$ cat src/rtl/painterengine_gpu_reader_scheduler_if.sv
// Bundle between the reader scheduler, its four requesters and the shared DMA reader.
// slave = scheduler side, master = requester/reader side.
interface painterengine_gpu_reader_scheduler_if;
    logic [3:0] req;
    logic [3:0] ack;
    logic [3:0] err;
    logic [2:0] err_type;
    logic       busy;
    logic [1:0] grant_index;
    logic [3:0] router;
    logic       reader_resetn;
    logic       reader_done;
    logic       reader_error;
    logic [2:0] reader_error_type;

    modport slave (
        input  req, reader_done, reader_error, reader_error_type,
        output ack, err, err_type, busy, grant_index, router, reader_resetn
    );

    modport master (
        output req, reader_done, reader_error, reader_error_type,
        input  ack, err, err_type, busy, grant_index, router, reader_resetn
    );
endinterface

$ cat src/rtl/painterengine_gpu_reader_scheduler.sv
// Round-robin scheduler sharing one single-shot DMA reader between four channels.
// Each job is framed by a reader reset pulse, so the reader runs one job per release.
//
// state | meaning
// IDLE  | reader in reset, router 0, hold counter runs, arbitrate once hold met
// SETUP | router driven, reader still in reset for one cycle
// RUN   | reader released, wait for done/error level
// DONE  | ack/err pulse visible, reader back in reset, router still held
module painterengine_gpu_reader_scheduler #(
    parameter int HOLD_CYCLES = 2,
    parameter int CNT_W       = 4
) (
    input  logic                                   i_wire_clock,
    input  logic                                   i_wire_resetn,
    painterengine_gpu_reader_scheduler_if.slave    bus
);

    localparam logic [CNT_W-1:0] HOLD = CNT_W'(HOLD_CYCLES);

    typedef enum logic [1:0] {
        ST_IDLE  = 2'd0,
        ST_SETUP = 2'd1,
        ST_RUN   = 2'd2,
        ST_DONE  = 2'd3
    } state_t;

    state_t           state, state_nx;
    logic [CNT_W-1:0] hold_cnt, hold_cnt_nx;
    logic [1:0]       ptr, ptr_nx;
    logic [1:0]       grant, grant_nx;
    logic [3:0]       router, router_nx;
    logic [3:0]       ack, ack_nx;
    logic [3:0]       err, err_nx;
    logic [2:0]       err_type, err_type_nx;
    logic             busy, busy_nx;
    logic             rd_resetn, rd_resetn_nx;

    logic             found;
    logic [1:0]       winner;
    logic [1:0]       scan;

    // First requesting channel after the last granted one, wrapping.
    always_comb begin
        found  = 1'b0;
        winner = 2'd0;
        scan   = 2'd0;
        for (int i = 1; i <= 4; i++) begin
            scan = ptr + 2'(i);
            if (!found && bus.req[scan]) begin
                found  = 1'b1;
                winner = scan;
            end
        end
    end

    always_comb begin
        state_nx     = state;
        hold_cnt_nx  = hold_cnt;
        ptr_nx       = ptr;
        grant_nx     = grant;
        router_nx    = router;
        ack_nx       = ack;
        err_nx       = err;
        err_type_nx  = err_type;
        busy_nx      = busy;
        rd_resetn_nx = rd_resetn;

        case (state)
            ST_IDLE: begin
                rd_resetn_nx = 1'b0;
                router_nx    = 4'b0000;
                if (hold_cnt < HOLD) begin
                    hold_cnt_nx = hold_cnt + 1'b1;
                end else if (found) begin
                    router_nx = 4'b0001 << winner;
                    grant_nx  = winner;
                    busy_nx   = 1'b1;
                    state_nx  = ST_SETUP;
                end
            end
            ST_SETUP: begin
                rd_resetn_nx = 1'b1;
                state_nx     = ST_RUN;
            end
            ST_RUN: begin
                // Error wins when the reader raises both levels together.
                if (bus.reader_error) begin
                    err_nx       = 4'b0001 << grant;
                    err_type_nx  = bus.reader_error_type;
                    rd_resetn_nx = 1'b0;
                    state_nx     = ST_DONE;
                end else if (bus.reader_done) begin
                    ack_nx       = 4'b0001 << grant;
                    rd_resetn_nx = 1'b0;
                    state_nx     = ST_DONE;
                end
            end
            ST_DONE: begin
                ptr_nx      = grant;
                hold_cnt_nx = '0;
                router_nx   = 4'b0000;
                busy_nx     = 1'b0;
                ack_nx      = 4'b0000;
                err_nx      = 4'b0000;
                state_nx    = ST_IDLE;
            end
            default: begin
                state_nx = ST_IDLE;
            end
        endcase
    end

    always_ff @(posedge i_wire_clock or negedge i_wire_resetn) begin
        if (!i_wire_resetn) begin
            state     <= ST_IDLE;
            hold_cnt  <= '0;
            ptr       <= 2'd3;
            grant     <= 2'd0;
            router    <= 4'b0000;
            ack       <= 4'b0000;
            err       <= 4'b0000;
            err_type  <= 3'b000;
            busy      <= 1'b0;
            rd_resetn <= 1'b0;
        end else begin
            state     <= state_nx;
            hold_cnt  <= hold_cnt_nx;
            ptr       <= ptr_nx;
            grant     <= grant_nx;
            router    <= router_nx;
            ack       <= ack_nx;
            err       <= err_nx;
            err_type  <= err_type_nx;
            busy      <= busy_nx;
            rd_resetn <= rd_resetn_nx;
        end
    end

    assign bus.router        = router;
    assign bus.reader_resetn = rd_resetn;
    assign bus.ack           = ack;
    assign bus.err           = err;
    assign bus.err_type      = err_type;
    assign bus.busy          = busy;
    assign bus.grant_index   = grant;

endmodule
$ cat src/flat_wrapper.sv
// flat-port wrapper written by rule: the top's interface ports become plain ports
module painterengine_gpu_reader_scheduler_flat 
#(
    parameter int HOLD_CYCLES = 2,
    parameter int CNT_W       = 4
)
  (i_wire_clock, i_wire_resetn, bus_req, bus_reader_done, bus_reader_error, bus_reader_error_type, bus_ack, bus_err, bus_err_type, bus_busy, bus_grant_index, bus_router, bus_reader_resetn);
  painterengine_gpu_reader_scheduler_if bus_i ();
  input  logic i_wire_clock;
  input  logic i_wire_resetn;
  input wire logic [$bits(bus_i.req)-1:0] bus_req;
  input wire logic [$bits(bus_i.reader_done)-1:0] bus_reader_done;
  input wire logic [$bits(bus_i.reader_error)-1:0] bus_reader_error;
  input wire logic [$bits(bus_i.reader_error_type)-1:0] bus_reader_error_type;
  output wire logic [$bits(bus_i.ack)-1:0] bus_ack;
  output wire logic [$bits(bus_i.err)-1:0] bus_err;
  output wire logic [$bits(bus_i.err_type)-1:0] bus_err_type;
  output wire logic [$bits(bus_i.busy)-1:0] bus_busy;
  output wire logic [$bits(bus_i.grant_index)-1:0] bus_grant_index;
  output wire logic [$bits(bus_i.router)-1:0] bus_router;
  output wire logic [$bits(bus_i.reader_resetn)-1:0] bus_reader_resetn;
  assign bus_i.req = bus_req;
  assign bus_i.reader_done = bus_reader_done;
  assign bus_i.reader_error = bus_reader_error;
  assign bus_i.reader_error_type = bus_reader_error_type;
  assign bus_ack = bus_i.ack;
  assign bus_err = bus_i.err;
  assign bus_err_type = bus_i.err_type;
  assign bus_busy = bus_i.busy;
  assign bus_grant_index = bus_i.grant_index;
  assign bus_router = bus_i.router;
  assign bus_reader_resetn = bus_i.reader_resetn;
  painterengine_gpu_reader_scheduler #(.HOLD_CYCLES(HOLD_CYCLES), .CNT_W(CNT_W)) u_core (.i_wire_clock(i_wire_clock), .i_wire_resetn(i_wire_resetn), .bus(bus_i));
endmodule
$ cat config.mk
export PLATFORM = sky130hd
export DESIGN_NAME = painterengine_gpu_reader_scheduler_flat
export DESIGN_NICKNAME = d
export VERILOG_FILES = /design/src/rtl/painterengine_gpu_reader_scheduler_if.sv /design/src/rtl/painterengine_gpu_reader_scheduler.sv /design/src/flat_wrapper.sv
export SDC_FILE = /design/constraint.sdc
export NUM_CORES = 1
export LEC_CHECK = 0
export CORE_MARGIN = 2
export CORE_UTILIZATION = 30
export CTS_CLUSTER_DIAMETER = 200
export DETAILED_ROUTE_END_ITERATION = 7
export MAX_ROUTING_LAYER = met4
export RECOVER_POWER = 25
export SETUP_SLACK_MARGIN = 0.4
export SLEW_MARGIN = 20
export SYNTH_ARGS = -nofsm -noshare
export SYNTH_HDL_FRONTEND = slang
export SYNTH_SLANG_ARGS = --single-unit
$ cat constraint.sdc
create_clock -name i_wire_clock -period 1.7 [get_ports i_wire_clock]
set_input_delay 0.255 -clock i_wire_clock [delete_from_list [all_inputs] [get_ports i_wire_clock]]
set_output_delay 0.255 -clock i_wire_clock [all_outputs]
set_load 0.01 [all_outputs]
==> results of run 1 <==
[worst max-delay path, delay by kind of cell (launching register included)]
kind / cells / cell delay (ns)
and+or+nand+nor: 2 / 0.47
AOI/OAI and AO/OA: 2 / 0.33
DFF: 1 / 0.59
[Yosys cell counts]
cell type / n / area [sq um]
a211oi_1: 1 / 7.510
a21o_1: 2 / 15.01
a21oi_1: 9 / 45.04
a22o_1: 2 / 17.52
a22oi_1: 1 / 7.510
a31oi_1: 1 / 6.260
a32o_1: 4 / 40.04
and2_1: 1 / 6.260
and3b_1: 1 / 8.760
and4_1: 1 / 8.760
clkbuf_1: 4 / 15.01
dfrtp_1: 25 / 625.6
dfstp_2: 2 / 52.55
ha_1: 7 / 87.58
inv_1: 5 / 18.77
mux2_2: 13 / 146.4
mux2i_1: 1 / 10.01
nand2_1: 13 / 48.80
nand2b_1: 2 / 12.51
nor2_1: 7 / 26.28
nor3_1: 6 / 30.03
nor3b_1: 4 / 30.03
o211a_1: 1 / 10.01
o211ai_1: 2 / 15.01
o21ai_0: 5 / 25.02
o22ai_1: 1 / 6.260
or2b_1: 1 / 7.510
or3_4: 1 / 11.26
[cell type report]
type | count | area [sq um] | area share
tap | 52 | 65.06 | 0.03340
clock buffer | 3 | 41.29 | 0.02119
sequential | 27 | 679.4 | 0.3487
clock inverter | 1 | 5.005 | 0.002569
multi-input combinational | 87 | 743.2 | 0.3815
timing repair buffer | 45 | 392.9 | 0.2017
inverter | 5 | 21.27 | 0.01092
[worst paths after layout]
kind	start	slack, ns	to	cells past startpoint
worst max-delay path	u_core.ptr[1]	0.19	u_core.bus.router[1]	4
worst min-delay path	u_core.bus.ack[1]	0.51	u_core.bus.ack[1]	1
worst max register to register	u_core.ptr[1]	0.19	u_core.bus.router[1]	4
worst min register to register	u_core.bus.ack[1]	0.51	u_core.bus.ack[1]	1
max in group asynchronous	i_wire_resetn	0.67	u_core.state[1]	2
min in group asynchronous	i_wire_resetn	0.55	u_core.bus.ack[1]	2
[sequential cells by signal (all words and copies together) (netlist names)]
register / cells
u_core.bus.ack: 4
u_core.bus.err: 4
u_core.bus.router: 4
u_core.hold_cnt: 4
u_core.bus.err_type: 3
u_core.bus.grant_index: 2
u_core.ptr: 2
u_core.state: 2
u_core.bus.busy: 1
u_core.bus.reader_resetn: 1
[layer usage]
metal / wire length, microns / vias up / GRT usage
li1: - / 535 / -
met5: 0 / - / -
met3: 80 / 2 / 0.01852
met4: 24 / 0 / 0.03983
met2: 1701 / 14 / 0.2513
met1: 1382 / 555 / 0.1608
[report_power, final]
group          leakage, nW  switching [mW]  total, mW  internal (mW)
clock network       0.0255           0.197      0.361          0.164
registers            0.341           0.222       1.17          0.946
logic                0.563           0.996       2.09           1.10
[kinds of logic after synthesis]
family,after synthesis,share of synthesized area
DFF,27,0.5056
buffers and inverters,9,0.02518
adders and majority gates,7,0.06530
AOI/OAI and AO/OA,29,0.1455
muxes,14,0.1166
and+or+nand+nor,37,0.1418
[metrics by stage]
stage,total power [mW],cells
2_1_floorplan,2.335,123
3_3_place_gp,2.960,206
3_5_place_dp,3.029,206
4_1_cts,3.565,218
5_1_grt,3.890,220
6_report,3.620,220
[what timing repair did]
| action | 4_1_cts | 5_1_grt |
|---|---|---|
| pin swaps | 7 | 3 |
| gates resized for setup | 35 | 4 |
| endpoints found under the setup margin | 44 | 25 |
| buffers inserted | 8 | 2 |
| endpoints found under the hold margin | 0 | 0 |
| gates cloned | 0 | 0 |
==> results.md, run 1 <==
- Status: finished clean
- Initial core utilization: 0.3102
- CTS Buf Count: 3
- Synth cell types: 28
- Achievable clock frequency: around 660 MHz
- Grt total ovfl: 0
- Residual DRC: 0
- Clock skew: 0.001310 ns
- Die X: ~71 microns
- Post-DP HPWL: around 2200 microns
- Commonest non-fill, non-tap cell in the layout: dfrtp_1
- CP required: between 1.5 and 2 ns
- H-tree levels: 1
- Routed len/inst: 14.49 microns
- Via-to-Cell Ratio: between 5 and 6
- Post-Route WL: 3188 microns
- Post-placement cell area: between 1500 and 2000 sq um
- RSZ-0062 raised after global routing: true
- Fin crit share: 0.8869
- Die Y: approximately 71 microns
- Drt pass-1 iters: 4
- Diode count: 0
- Number of hold buffers added after cts: 0
- Register bit total from synthesis: 27
- Tmin final: 1.508 ns
- I/O Pins: 30
- Final setup violation count: 0
- Post-Synthesis Cells: 123
- Initial antenna violation count: 0
- Final Worst Setup Slack: about 0.19 ns
- Seq/Total Area, Yosys: 0.5056
- P per Cell Area: around 1900 nW/um^2
- TritonCTS clock tree: yes
- Ys Warns: 0
- Hold crit path type: reg2reg
- Max incr delay on CP: between 0.5 and 0.6 ns
- Post-synthesis cell area: 1341 sq um
- CP arrival: around 1.7 ns
- Crit-path max FO: 6
- Clock Tree Buf Depth: 2
- Nets: ~190
- Setup_tns: 0 ns
- Maximum Capacitance Violations: 0
- Crit-path slowest cell: dfstp_2
- Die area: roughly 5000 sq um
- Slew Viols, Final: 0
- Gpl congestion: between 0.7 and 0.8
- Layout area overhead: 45.24%
- Pleak: around 0.93 nW
- Final instance area: 1948 sq um
- Slew headroom: 0.5447
- CTS Sinks: 27
- Clock Latency Late Sink: around 0.27 ns
- Port bufs: 29
- Final Hold Viols: 0
- Worst Tran Pin Value: between 0.6 and 0.7 ns
- Syn avg cell area: 10.90 sq um
- Vias in the first global route: ~1200
- Fill cells: between 400 and 500
- Core ar.: 4324 sq um
- Crit Path Category: reg2reg
- Most frequent cells in the layout: dfrtp_1, dlygate4sd2_1, buf_4
- CP cell instances: or2b_1 > a21oi_2 > or3_4 > a32o_1
- VDD IR-drop max: slightly above 0.7 mV
- GRT Overall Usage: 0.1391
- Synthesized net count: 141
- CTS Root Cell: clkbuf_8
- Startpoint Class: register
- CTS clk-pin slew, worst paths: about 0.090 ns
- Critical Path Sink Type: register
- Hold WS: a little over 0.5 ns
- Iter 0 DRT Violations: 52
- ANT nets after route: 0
- Place WS: -0.02109 ns
- Via Count: ~1100
- Core Util, Final: 0.4505
- Pin count of the biggest net entering global routing: 28
- Cell Rows: 24
- Layout cells sized above 1: 0.3095
- First-pass GRT wire length: roughly 5500 microns
Power figures use the tool's default switching activity.
==> inputs of run 2 (changes only) <==
CORE_UTILIZATION = 33   (was 30)
SETUP_SLACK_MARGIN = not set   (was 0.4)
==> results.md, run 2 (synthesized netlist as in run 1, its figures left out) <==
- CP cell instances: ha_2 > inv_1 > buf_4 > a21oi_1 > buf_4 > mux2_2
- Crit path max-delay family: flip-flops
- H-tree levels: 1
- Critical Path Sink Type: register
- Power, Total: 3.439 mW
- Iter 0 DRT Violations: 24
- RSZ-0062 raised after global routing: false
- Gpl congestion: approximately 0.75
- Pin count of the biggest net entering global routing: 28
- Post-Route WL: between 2000 and 3000 microns
- CTS Root Cell: clkbuf_8
- Vias in the first global route: between 1000 and 1500
- Crit Path Category: reg2reg
- Slew headroom: 0.5507
- Die X: approximately 68 microns
- Post-DP HPWL: 2211 microns
- Initial core utilization: 0.3402
- Tmin final: between 1.5 and 2 ns
- Cell Rows: 23
- Most frequent cells in the layout: clkdlybuf4s50_1, dfrtp_1, nand2_1, mux2_2, buf_4
- CTS Sinks: 27
- Initial antenna violation count: 0
- FF+latch area: 678.2 sq um
- Final std cells w/o fill: ~220
- CP required: approximately 1.9 ns
- Die area: roughly 4600 sq um
- Layout cells sized above 1: 0.2182
- Fin crit share: 0.9272
- VDD IR-drop max: between 0.8 and 0.9 mV
- CP dominant cell by count: buf_4
- Worst Tran Pin Value: roughly 0.67 ns
- Maximum Capacitance Violations: 0
- Via Count: 1062
- Final setup violation count: 0
- Via-to-Cell Ratio: 4.940
- First-pass GRT wire length: roughly 5000 microns
- CP arrival: 1.74 ns
- Multi-input logic area: between 600 and 700 sq um
- Fill cells: approximately 360
- Drt pass-1 iters: 4
- ANT nets after route: 0
- Residual DRC: 0
- Hold crit path type: reg2reg
- Die Y: 67.76 microns
- Clock skew: 0.001923 ns
- CTS Buf Count: 3
- P per Cell Area: ~1900 nW/um^2
- Crit-path max FO: 6
- TritonCTS clock tree: yes
- Status: finished clean
- Clock Latency Late Sink: between 0.2 and 0.3 ns
- Commonest non-fill, non-tap cell in the layout: clkdlybuf4s50_1
- Startpoint Class: register
- CTS clk-pin slew, worst paths: ~0.090 ns
- Port bufs: 29
- Core ar.: a little under 4000 sq um
- Crit-path slowest cell: dfrtp_1
- Worst Path Buf+Inv: 3
- Final instance area: about 1800 sq um
- Final Hold Viols: 0
- Layout area overhead: 36.38%
- Post-placement cell area: ~1800 sq um
- Number of hold buffers added after cts: 0
- Slew Viols, Final: 0
- Nets: 184
- Routed len/inst: 13.60 microns
- Pleak: approximately 0.8 nW
- Achievable clock frequency: between 600 and 700 MHz
- Max incr delay on CP: ~0.42 ns
- # placed instances: around 210
- GRT Overall Usage: 0.1464
- Grt total ovfl: 0
- I/O Pins: 30
- Clock Tree Buf Depth: 2
- Diode count: 0
[run 2: path summary, 6_finish.rpt]
check	from	endpoint	slack (ns)	cells past startpoint
worst max-delay path	u_core.state[1]	u_core.bus.ack[1]	0.12	6
worst min-delay path	u_core.hold_cnt[3]	u_core.hold_cnt[3]	0.50	1
worst max register to register	u_core.state[1]	u_core.bus.ack[1]	0.12	6
worst min register to register	u_core.hold_cnt[3]	u_core.hold_cnt[3]	0.50	1
max in group asynchronous	i_wire_resetn	u_core.hold_cnt[1]	0.73	2
min in group asynchronous	i_wire_resetn	u_core.bus.ack[1]	0.54	2
[run 2: area by class of cell]
| class | count | share of cell area |
|---|---|---|
| multi-input combinational | 87 | 0.3495 |
| clock buffer | 4 | 0.02462 |
| tap | 50 | 0.03420 |
| inverter | 5 | 0.01026 |
| timing repair buffer | 42 | 0.2107 |
| sequential | 27 | 0.3707 |
[run 2: layer usage]
| metal | vias up | global-route usage | wire length, microns |
|---|---|---|---|
| met5 | - | - | 0 |
| li1 | 521 | - | - |
| met4 | 0 | 0.03571 | 27 |
| met1 | 519 | 0.1962 | 1392 |
| met3 | 3 | 0.02000 | 79 |
| met2 | 19 | 0.2341 | 1423 |
[run 2: stage by stage]
stage | hold WS [ns] | TNS (ns) | util | setup slack [ns]
after global routing | 0.5294 | 0 | 0.4640 | 0.02513
after detailed placement | 0.4850 | -0.3751 | 0.4468 | -0.08433
final | 0.5030 | 0 | 0.4640 | 0.1238
after floorplan | -0.04059 | 0 | - | 0.07597
after global placement | 0.4812 | -0.07412 | 0.4468 | -0.03729
after CTS | 0.3551 | 0 | 0.4583 | 0.01740
[run 2: repair_timing]
item | in CTS | in global routing
gates resized for setup | 0 | 4
setup endpoints to repair | 0 | 9
buffers inserted | 0 | 2
[run 2: power by group]
part	switching (mW)	leakage, nW	internal (mW)
clock	0.193	0.0228	0.168
combinational	0.877	0.440	1.06
sequential	0.197	0.342	0.944
